===== config.mk =====
export PLATFORM = sky130hd
export DESIGN_NAME = gain_clip_pipe_flat
export DESIGN_NICKNAME = d
export VERILOG_FILES = /design/src/rtl/gain_clip_pipe_pkg.sv /design/src/rtl/gain_clip_pipe_if.sv /design/src/rtl/gain_clip_pipe_lane.sv /design/src/rtl/gain_clip_pipe.sv /design/src/flat_wrapper.sv
export SDC_FILE = /design/constraint.sdc
export NUM_CORES = 1
export LEC_CHECK = 0
export BUFFER_PORTS_ARGS = -buffer_cell sky130_fd_sc_hd__buf_4
export CAP_MARGIN = 20
export CORE_ASPECT_RATIO = 0.75
export CORE_MARGIN = 10
export CORE_UTILIZATION = 40
export DETAILED_ROUTE_END_ITERATION = 10
export GPL_ROUTABILITY_DRIVEN = 0
export PLACE_DENSITY = 0.72
export SYNTH_ARGS = -nofsm -noshare
export SYNTH_HDL_FRONTEND = slang
export SYNTH_SLANG_ARGS = --single-unit
export TNS_END_PERCENT = 20

===== constraint.sdc =====
create_clock -name CLK -period 1.9 [get_ports CLK]
set_clock_uncertainty 0.15 [all_clocks]
set_input_delay 0.095 -clock CLK [delete_from_list [all_inputs] [get_ports CLK]]
set_output_delay 0.095 -clock CLK [all_outputs]
set_load 0.005 [all_outputs]

===== src/rtl/gain_clip_pipe_pkg.sv =====
// Shared constants, clip-event type and clip helper for the gain_clip_pipe datapath.
package gain_clip_pkg;

  localparam int DEF_FLOOR   = 16;
  localparam int DEF_CEILING = 235;

  typedef struct packed {
    logic hi;
    logic lo;
  } clip_evt_t;

  // Compares at full product width so large products never alias into range.
  function automatic logic [31:0] clip_val(input logic [31:0] p,
                                           input logic [31:0] floor_v,
                                           input logic [31:0] ceil_v);
    if (p > ceil_v)
      return ceil_v;
    else if (p < floor_v)
      return floor_v;
    else
      return p;
  endfunction

endpackage


===== src/rtl/gain_clip_pipe_if.sv =====
// Valid/ready stream bundle for the gain_clip_pipe input and output sides.
interface gain_clip_pipe_if #(
  parameter int NCH = 3,
  parameter int DW  = 8,
  parameter int GW  = 4
);
  logic              IN_VALID;
  logic              IN_READY;
  logic [NCH*DW-1:0] IN_DATA;
  logic [NCH*GW-1:0] GAIN;
  logic              OUT_VALID;
  logic              OUT_READY;
  logic [NCH*DW-1:0] OUT_DATA;

  modport master (
    output IN_VALID, IN_DATA, GAIN, OUT_READY,
    input  IN_READY, OUT_VALID, OUT_DATA
  );

  modport slave (
    input  IN_VALID, IN_DATA, GAIN, OUT_READY,
    output IN_READY, OUT_VALID, OUT_DATA
  );
endinterface


===== src/rtl/gain_clip_pipe_lane.sv =====
// One channel of gain_clip_pipe: S1 holds the raw product, S2 the clipped sample.
module gain_clip_lane
  import gain_clip_pkg::*;
#(
  parameter int DW      = 8,
  parameter int GW      = 4,
  parameter int FLOOR   = DEF_FLOOR,
  parameter int CEILING = DEF_CEILING
) (
  input  logic          clk,
  input  logic          rst_n,
  input  logic          ld_s1,
  input  logic          ld_s2,
  input  logic [DW-1:0] data,
  input  logic [GW-1:0] gain,
  output logic [DW-1:0] q,
  output clip_evt_t     evt
);

  localparam int PW = DW + GW;

  logic [PW-1:0] prod_q;
  logic [31:0]   prod_ext;

  always_ff @(posedge clk or negedge rst_n) begin
    if (!rst_n)
      prod_q <= '0;
    else if (ld_s1)
      prod_q <= PW'(data) * PW'(gain);
  end

  assign prod_ext = 32'(prod_q);

  // Events describe the beat sitting in S1; the top counts them as it moves on.
  always_comb begin
    evt.hi = prod_ext > 32'(CEILING);
    evt.lo = prod_ext < 32'(FLOOR);
  end

  always_ff @(posedge clk or negedge rst_n) begin
    if (!rst_n)
      q <= '0;
    else if (ld_s2)
      q <= DW'(clip_val(prod_ext, 32'(FLOOR), 32'(CEILING)));
  end

endmodule


===== src/rtl/gain_clip_pipe.sv =====
// Two-stage multi-channel gain-and-clip pipeline with valid/ready on both sides.
// Clip statistics counters are built only when GAIN_CLIP_STATS_EN is defined.
module gain_clip_pipe
  import gain_clip_pkg::*;
#(
  parameter int NCH     = 3,
  parameter int DW      = 8,
  parameter int GW      = 4,
  parameter int FLOOR   = DEF_FLOOR,
  parameter int CEILING = DEF_CEILING,
  parameter int CNT_W   = 16
) (
  input  logic             CLK,
  input  logic             RST_N,
  gain_clip_pipe_if.slave  bus,
  input  logic             CNT_CLR,
  output logic [CNT_W-1:0] CLIP_HI_CNT,
  output logic [CNT_W-1:0] CLIP_LO_CNT
);

  if (!(FLOOR <= CEILING && longint'(CEILING) < (longint'(1) << DW) &&
        NCH >= 1 && CNT_W >= 1 && DW + GW <= 32))
    $fatal(1, "gain_clip_pipe: illegal parameter combination");

  logic s1_v, s2_v;
  logic s1_adv, s2_adv;
  logic ld_s1, ld_s2;
  logic [NCH*DW-1:0] out_data;
  clip_evt_t [NCH-1:0] evt;

  assign s2_adv = !s2_v || bus.OUT_READY;
  assign s1_adv = !s1_v || s2_adv;
  assign ld_s1  = bus.IN_VALID && s1_adv;
  assign ld_s2  = s1_v && s2_adv;

  assign bus.IN_READY  = s1_adv;
  assign bus.OUT_VALID = s2_v;
  assign bus.OUT_DATA  = out_data;

  always_ff @(posedge CLK or negedge RST_N) begin
    if (!RST_N) begin
      s1_v <= 1'b0;
      s2_v <= 1'b0;
    end else begin
      if (s1_adv)
        s1_v <= bus.IN_VALID;
      if (s2_adv)
        s2_v <= s1_v;
    end
  end

  for (genvar k = 0; k < NCH; k++) begin : g_lane
    gain_clip_lane #(
      .DW      (DW),
      .GW      (GW),
      .FLOOR   (FLOOR),
      .CEILING (CEILING)
    ) u_lane (
      .clk   (CLK),
      .rst_n (RST_N),
      .ld_s1 (ld_s1),
      .ld_s2 (ld_s2),
      .data  (bus.IN_DATA[k*DW +: DW]),
      .gain  (bus.GAIN[k*GW +: GW]),
      .q     (out_data[k*DW +: DW]),
      .evt   (evt[k])
    );
  end

`ifdef GAIN_CLIP_STATS_EN
  // Extra headroom bits so the per-beat sum can be compared before saturating.
  localparam int SW = CNT_W + $clog2(NCH + 1) + 1;
  localparam logic [SW-1:0] CNT_MAX = (SW'(1) << CNT_W) - SW'(1);

  logic [SW-1:0]    n_hi, n_lo, sum_hi, sum_lo;
  logic [CNT_W-1:0] hi_q, lo_q;

  always_comb begin
    n_hi = '0;
    n_lo = '0;
    for (int k = 0; k < NCH; k++) begin
      n_hi = n_hi + SW'(evt[k].hi);
      n_lo = n_lo + SW'(evt[k].lo);
    end
    sum_hi = SW'(hi_q) + n_hi;
    sum_lo = SW'(lo_q) + n_lo;
  end

  always_ff @(posedge CLK or negedge RST_N) begin
    if (!RST_N) begin
      hi_q <= '0;
      lo_q <= '0;
    end else if (CNT_CLR) begin
      hi_q <= '0;
      lo_q <= '0;
    end else if (ld_s2) begin
      hi_q <= (sum_hi > CNT_MAX) ? CNT_W'(CNT_MAX) : sum_hi[CNT_W-1:0];
      lo_q <= (sum_lo > CNT_MAX) ? CNT_W'(CNT_MAX) : sum_lo[CNT_W-1:0];
    end
  end

  assign CLIP_HI_CNT = hi_q;
  assign CLIP_LO_CNT = lo_q;
`else
  logic stats_unused;
  assign stats_unused = ^{CNT_CLR, evt};
  assign CLIP_HI_CNT  = '0;
  assign CLIP_LO_CNT  = '0;
`endif

endmodule


===== src/flat_wrapper.sv =====
// flat-port wrapper written by rule: the top's interface ports become plain ports
module gain_clip_pipe_flat import gain_clip_pkg::*;
#(
  parameter int NCH     = 3,
  parameter int DW      = 8,
  parameter int GW      = 4,
  parameter int FLOOR   = DEF_FLOOR,
  parameter int CEILING = DEF_CEILING,
  parameter int CNT_W   = 16
)
  (CLK, RST_N, CNT_CLR, CLIP_HI_CNT, CLIP_LO_CNT, bus_IN_VALID, bus_IN_DATA, bus_GAIN, bus_OUT_READY, bus_IN_READY, bus_OUT_VALID, bus_OUT_DATA);
  gain_clip_pipe_if #(.NCH(NCH), .DW(DW), .GW(GW)) bus_i ();
  input  logic CLK;
  input  logic RST_N;
  input  logic CNT_CLR;
  output logic [CNT_W-1:0] CLIP_HI_CNT;
  output logic [CNT_W-1:0] CLIP_LO_CNT;
  input wire logic [$bits(bus_i.IN_VALID)-1:0] bus_IN_VALID;
  input wire logic [$bits(bus_i.IN_DATA)-1:0] bus_IN_DATA;
  input wire logic [$bits(bus_i.GAIN)-1:0] bus_GAIN;
  input wire logic [$bits(bus_i.OUT_READY)-1:0] bus_OUT_READY;
  output wire logic [$bits(bus_i.IN_READY)-1:0] bus_IN_READY;
  output wire logic [$bits(bus_i.OUT_VALID)-1:0] bus_OUT_VALID;
  output wire logic [$bits(bus_i.OUT_DATA)-1:0] bus_OUT_DATA;
  assign bus_i.IN_VALID = bus_IN_VALID;
  assign bus_i.IN_DATA = bus_IN_DATA;
  assign bus_i.GAIN = bus_GAIN;
  assign bus_i.OUT_READY = bus_OUT_READY;
  assign bus_IN_READY = bus_i.IN_READY;
  assign bus_OUT_VALID = bus_i.OUT_VALID;
  assign bus_OUT_DATA = bus_i.OUT_DATA;
  gain_clip_pipe #(.NCH(NCH), .DW(DW), .GW(GW), .FLOOR(FLOOR), .CEILING(CEILING), .CNT_W(CNT_W)) u_core (.CLK(CLK), .RST_N(RST_N), .bus(bus_i), .CNT_CLR(CNT_CLR), .CLIP_HI_CNT(CLIP_HI_CNT), .CLIP_LO_CNT(CLIP_LO_CNT));
endmodule

* Yosys cells after proc, flatten, opt, wreduce, memory -nomap -nowiden
Index checks and enable logic that the tools add are counted.
** Word-level totals
- Logic and storage cells :: 29
- Register bits after elaboration :: 62
- Output and inout port bits :: 58
** Operators by class
- Magnitude comparators :: 6
- Multiply operators :: 3
- Muxes and demuxes :: 6
- Reduce and logical (&&, ||, !) cells :: 6
** Operators by type and width (count)
- two-way mux 8 bit :: 6
- > comparator 12 x 8 -> 1 bit (second input constant) :: 3
- < comparator 12 x 5 -> 1 bit (second input constant) :: 3
- multiplier 8 x 4 -> 12 bit :: 3
- logical AND 1 bit :: 2
- logical NOT 1 bit :: 2
- logical OR 1 bit :: 2

* Longest topological paths before layout
- Depth in word-level cells :: 4
- Gate-level depth with buffers :: 11
- Gate-level depth less buffers :: 11

* Hierarchy
From an unflattened synthesis, not the netlist that was laid out.
** Unflattened totals
- Cells, all modules :: 611
- Area, all modules :: 5557.8 um^2
** By module, submodules not included
- gain_clip_lane at u_core.g_lane[0].u_lane ... :: instances 2, sequential area each 500.5 um^2, cells each 190, area an instance 1737.9 um^2
- gain_clip_lane at u_core.g_lane[2].u_lane :: instances 1, sequential area each 500.5 um^2, cells each 190, area an instance 1734.2 um^2
- gain_clip_pipe :: instances 1, sequential area each 50.0 um^2, cells each 41, area an instance 347.8 um^2

* Least setup slack after synthesis
Ideal clock, no wire load.
- Path type :: input -> register
- From :: input port bus_IN_DATA[9]
- To :: register u_core.g_lane[1].u_lane.prod_q[8]
- Required time :: 1658 ps
- Setup time :: 92 ps
- Slack :: -944 ps
- Stages :: 11
- Path buffers :: 0
- Arrival time :: 2602 ps
- Cell sequence :: and2_1 fa_1 inv_1 fa_1 inv_1 ha_1 nor2b_1 o31a_1 o21a_1 o21a_1 o31ai_2
** Between the ends
- Longest elaborated chain between the ends :: 1
** RTL lines
- from (decl) :: RTL line flat_wrapper.sv:19 : input wire logic [$bits(bus_i.IN_DATA)-1:0] bus_IN_DATA;
- multiplier 8 x 4 -> 12 bit :: RTL line gain_clip_pipe_lane.sv:29 : prod_q <= PW'(data) * PW'(gain);
- to (signal assigned) :: RTL line gain_clip_pipe_lane.sv:29
- to (decl) :: RTL line gain_clip_pipe_lane.sv:22 : logic [PW-1:0] prod_q;
No other way between the ends.
A chain may end at the register's enable or synchronous reset.

* Final worst setup path
- From :: input port bus_GAIN[9]
- To :: register u_core.g_lane[2].u_lane.prod_q[8]
** Between the ends
- Longest elaborated chain between the ends :: 1
** RTL lines
- from (decl) :: RTL line flat_wrapper.sv:20 : input wire logic [$bits(bus_i.GAIN)-1:0] bus_GAIN;
- multiplier 8 x 4 -> 12 bit :: RTL line gain_clip_pipe_lane.sv:29
- to (signal assigned) :: RTL line gain_clip_pipe_lane.sv:29
- to (decl) :: RTL line gain_clip_pipe_lane.sv:22
No other way between the ends.

==> results.ini <==
[run_status]
status = complete, but fails checks
violations = setup timing

[floorplanning]
die_area_um2 = 18700
row_count = 36
coreArea_um2 = 13200
ioPinCount = 99
start_util = 0.413
die_h_um = 121
die_w_um = 155

[routing]
first_pass_iters = 5
wl_per_cell_um = 14.2
drc = 0
viasPerCell = 4.86
ant_nets = 0
dr.first_iter.drc_count = 199
wl_um = 13600
vias = 4652

[cells_and_area]
most-common-layout-cells = 144 x buf_4, 92 x nand2_1, 62 x dfrtp_1, 54 x inv_1, 50 x and2_1
drive_gt1_frac = 0.317
antennaDiodeCount = 0
final_nets = 907
final_common_cell = buf_4
area_growth_pct = 37.3
utilization = 0.567
stdcell_count = 957

[timing]
finalHoldViolations = 0
fin_ws_ns = -0.683
tns_ns = -11.85
timing.hold.ws_ns = 0.0969
fmax_mhz = 387
final-max-slew-violation-count = 0
max_slew_margin = 0.494
finalSetupViolCount = 27
fin_crit_sh = 1.36
max_slew.worst_pin.slew_ns = 0.759
finalCriticalPeriod_ns = 2.58
rsz0062_at_grt = yes

[global_route]
grt_use_met3 = 0.0322
grtUsageTotal = 0.141
busiest_layer = met2
grt_start_max_net_pins = 63
grt-ovfl-total = 0
grt_antenna_before_repair = 0
first_global_vias = 4886
gr-usage-met2 = 0.244
grt_pass1_wl_um = 22400
use_met1 = 0.170

[critical_path]
reg2reg_slack_ns = 0.12
crit_required_ns = 1.99
worst-setup-path-type = primary input to register
rr_endpoint = u_core.g_lane[0].u_lane.prod_q[11]
cp.arrival_ns = 2.67
r2r-start = u_core.bus.OUT_VALID
crit_path_end_kind = register
reg2reg_depth = 5
critPathLaunchType = primary input
cp_max_fo = 7

[worst_hold_path]
whs_path_depth = 5
min_from = bus_IN_DATA[1]
hold_class = primary input to register
holdPathEnd = u_core.g_lane[0].u_lane.prod_q[1]

[pwr]
switchingPower_uw = 2220
p_seq_frac = 0.311
power.density_nw_per_um2 = 872
vdd_drop_max_mv = 0.636
leakagePower_uw = 0.00365
power_frac_comb = 0.435
intPower_uw = 4280
clock_power_share = 0.253
p_sw_frac = 0.342

[placed_design]
numPortBuffers = 65
post-dp-hpwl_um = 10800
place_inst = 927
place_ws_ns = -1.15

[clock_tree]
ctsLongestPathBuffers = 2
cts_root_buffer = clkbuf_16
cts_num_sinks = 62
tritoncts = built
cts_made_buffers = 9
clk_latency_ns = 0.33
path_clk_slew_ns = 0.05
h-tree-depth = 3

[logic_synthesis]
ys.flop_type = dfrtp_1
ys_ff_latch = 62
synth.cell_area_um2 = 5430
synth_edf_count = 0
ys_types = 45
syn_area_per_cell_um2 = 8.78
synthArstFlopShare = 1.00
syn_inst = 619
yosysSeqAreaShare = 0.286
yosys_warnings = 0

[job]
cap_violations = 0

routing by layer:
layer / part of all wire / wire, µm
met5: 0 / 0
met3: 0.033 / 453
met1: 0.44 / 6050
met4: 0.010 / 136
met2: 0.51 / 6970
worst max-delay path by stage:
stage	startpoint	to
finish	bus_GAIN[9]	u_core.g_lane[2].u_lane.prod_q[8]
detailed placement	bus_GAIN[3]	u_core.g_lane[0].u_lane.prod_q[8]
CTS	bus_GAIN[9]	u_core.g_lane[2].u_lane.prod_q[8]
global route	bus_GAIN[5]	u_core.g_lane[1].u_lane.prod_q[10]
floorplan	bus_IN_DATA[19]	u_core.g_lane[2].u_lane.prod_q[8]
global placement	bus_GAIN[1]	u_core.g_lane[0].u_lane.prod_q[8]
synthesized netlist by cell type (3+ instances only):
library cell,n,area (µm²)
nand2_1,99,372
inv_1,63,236
and2_1,62,388
dfrtp_1,62,1550
ha_1,48,601
fa_1,36,721
buf_4,32,240
nor2_1,31,116
a21oi_1,23,115
o21ai_0,21,105
o21ai_1,15,75.1
xor2_1,14,123
nand3_1,13,65.1
o21a_1,9,67.6
nor3_1,8,40.0
a211oi_1,7,52.6
nand2b_1,7,43.8
a31oi_1,6,37.5
clkbuf_1,6,22.5
o22a_1,6,52.6
a21o_1,5,37.5
buf_2,5,25.0
nor4_2,3,37.5
o211ai_1,3,22.5
o21bai_1,3,22.5
o31a_1,3,26.3
cell type report:
| class | count | area (µm²) |
|---|---|---|
| Clock buffer | 12 | 267 |
| Multi-Input combinational cell | 482 | 3820 |
| Fill cell | 1119 | 5690 |
| Inverter | 63 | 236 |
| Sequential cell | 62 | 1550 |
| Tap cell | 171 | 214 |
| Clock inverter | 3 | 42.5 |
| Timing Repair Buffer | 164 | 1330 |
flip-flops by register name, indices dropped and copies added, names as in the netlist:
register and flops:
u_core.bus.OUT_VALID 1, u_core.g_lane.u_lane.prod_q 36, u_core.g_lane.u_lane.q 24, u_core.s1_v 1
what timing repair did:
| item | 4_1_cts | 5_1_grt |
|---|---|---|
| hold endpoints to repair | 67 | 0 |
| buffers inserted | 5 | 1 |
| gates resized for setup | 68 | 18 |
| cloned | 0 | 0 |
| pin swaps | 61 | 13 |
| setup endpoints to repair | 27 | 27 |
| hold buffers | 9 | 0 |
worst max-delay path, stage by stage:
cell	delay [ns]
buf_8	0.11
and2_4	0.15
fa_1	0.54
inv_1	0.05
fa_1	0.49
inv_2	0.05
ha_4	0.21
nor2b_4	0.12
o31a_1	0.25
o21a_1	0.21
o21a_1	0.19
o31ai_2	0.21
logic make-up after synthesis:
group,synth area share
compound gates,0.143
xor+xnor,0.0226
fa+ha+maj,0.243
buf+inv,0.0965
flops,0.286
other cells,0.000690
simple gates,0.209
power by group through the flow:
| stage | Sequential, µW | Combinational (µW) | Clock (µW) |
|---|---|---|---|
| global route | 2080 | 3160 | 1730 |
| detailed placement | 2050 | 2550 | 0 |
| finish | 2030 | 2830 | 1650 |
| CTS | 2030 | 2780 | 1680 |
| floorplan | 1960 | 1520 | 0 |
| global placement | 2020 | 2460 | 0 |
stage by stage:
stage	instance area (µm²)	total power, µW
2_1_floorplan	5660	3480
3_3_place_gp	6720	4490
3_5_place_dp	6720	4600
4_1_cts	7390	6490
5_1_grt	7460	6960
6_report	7460	6510
(Power assumes the default switching activity.)
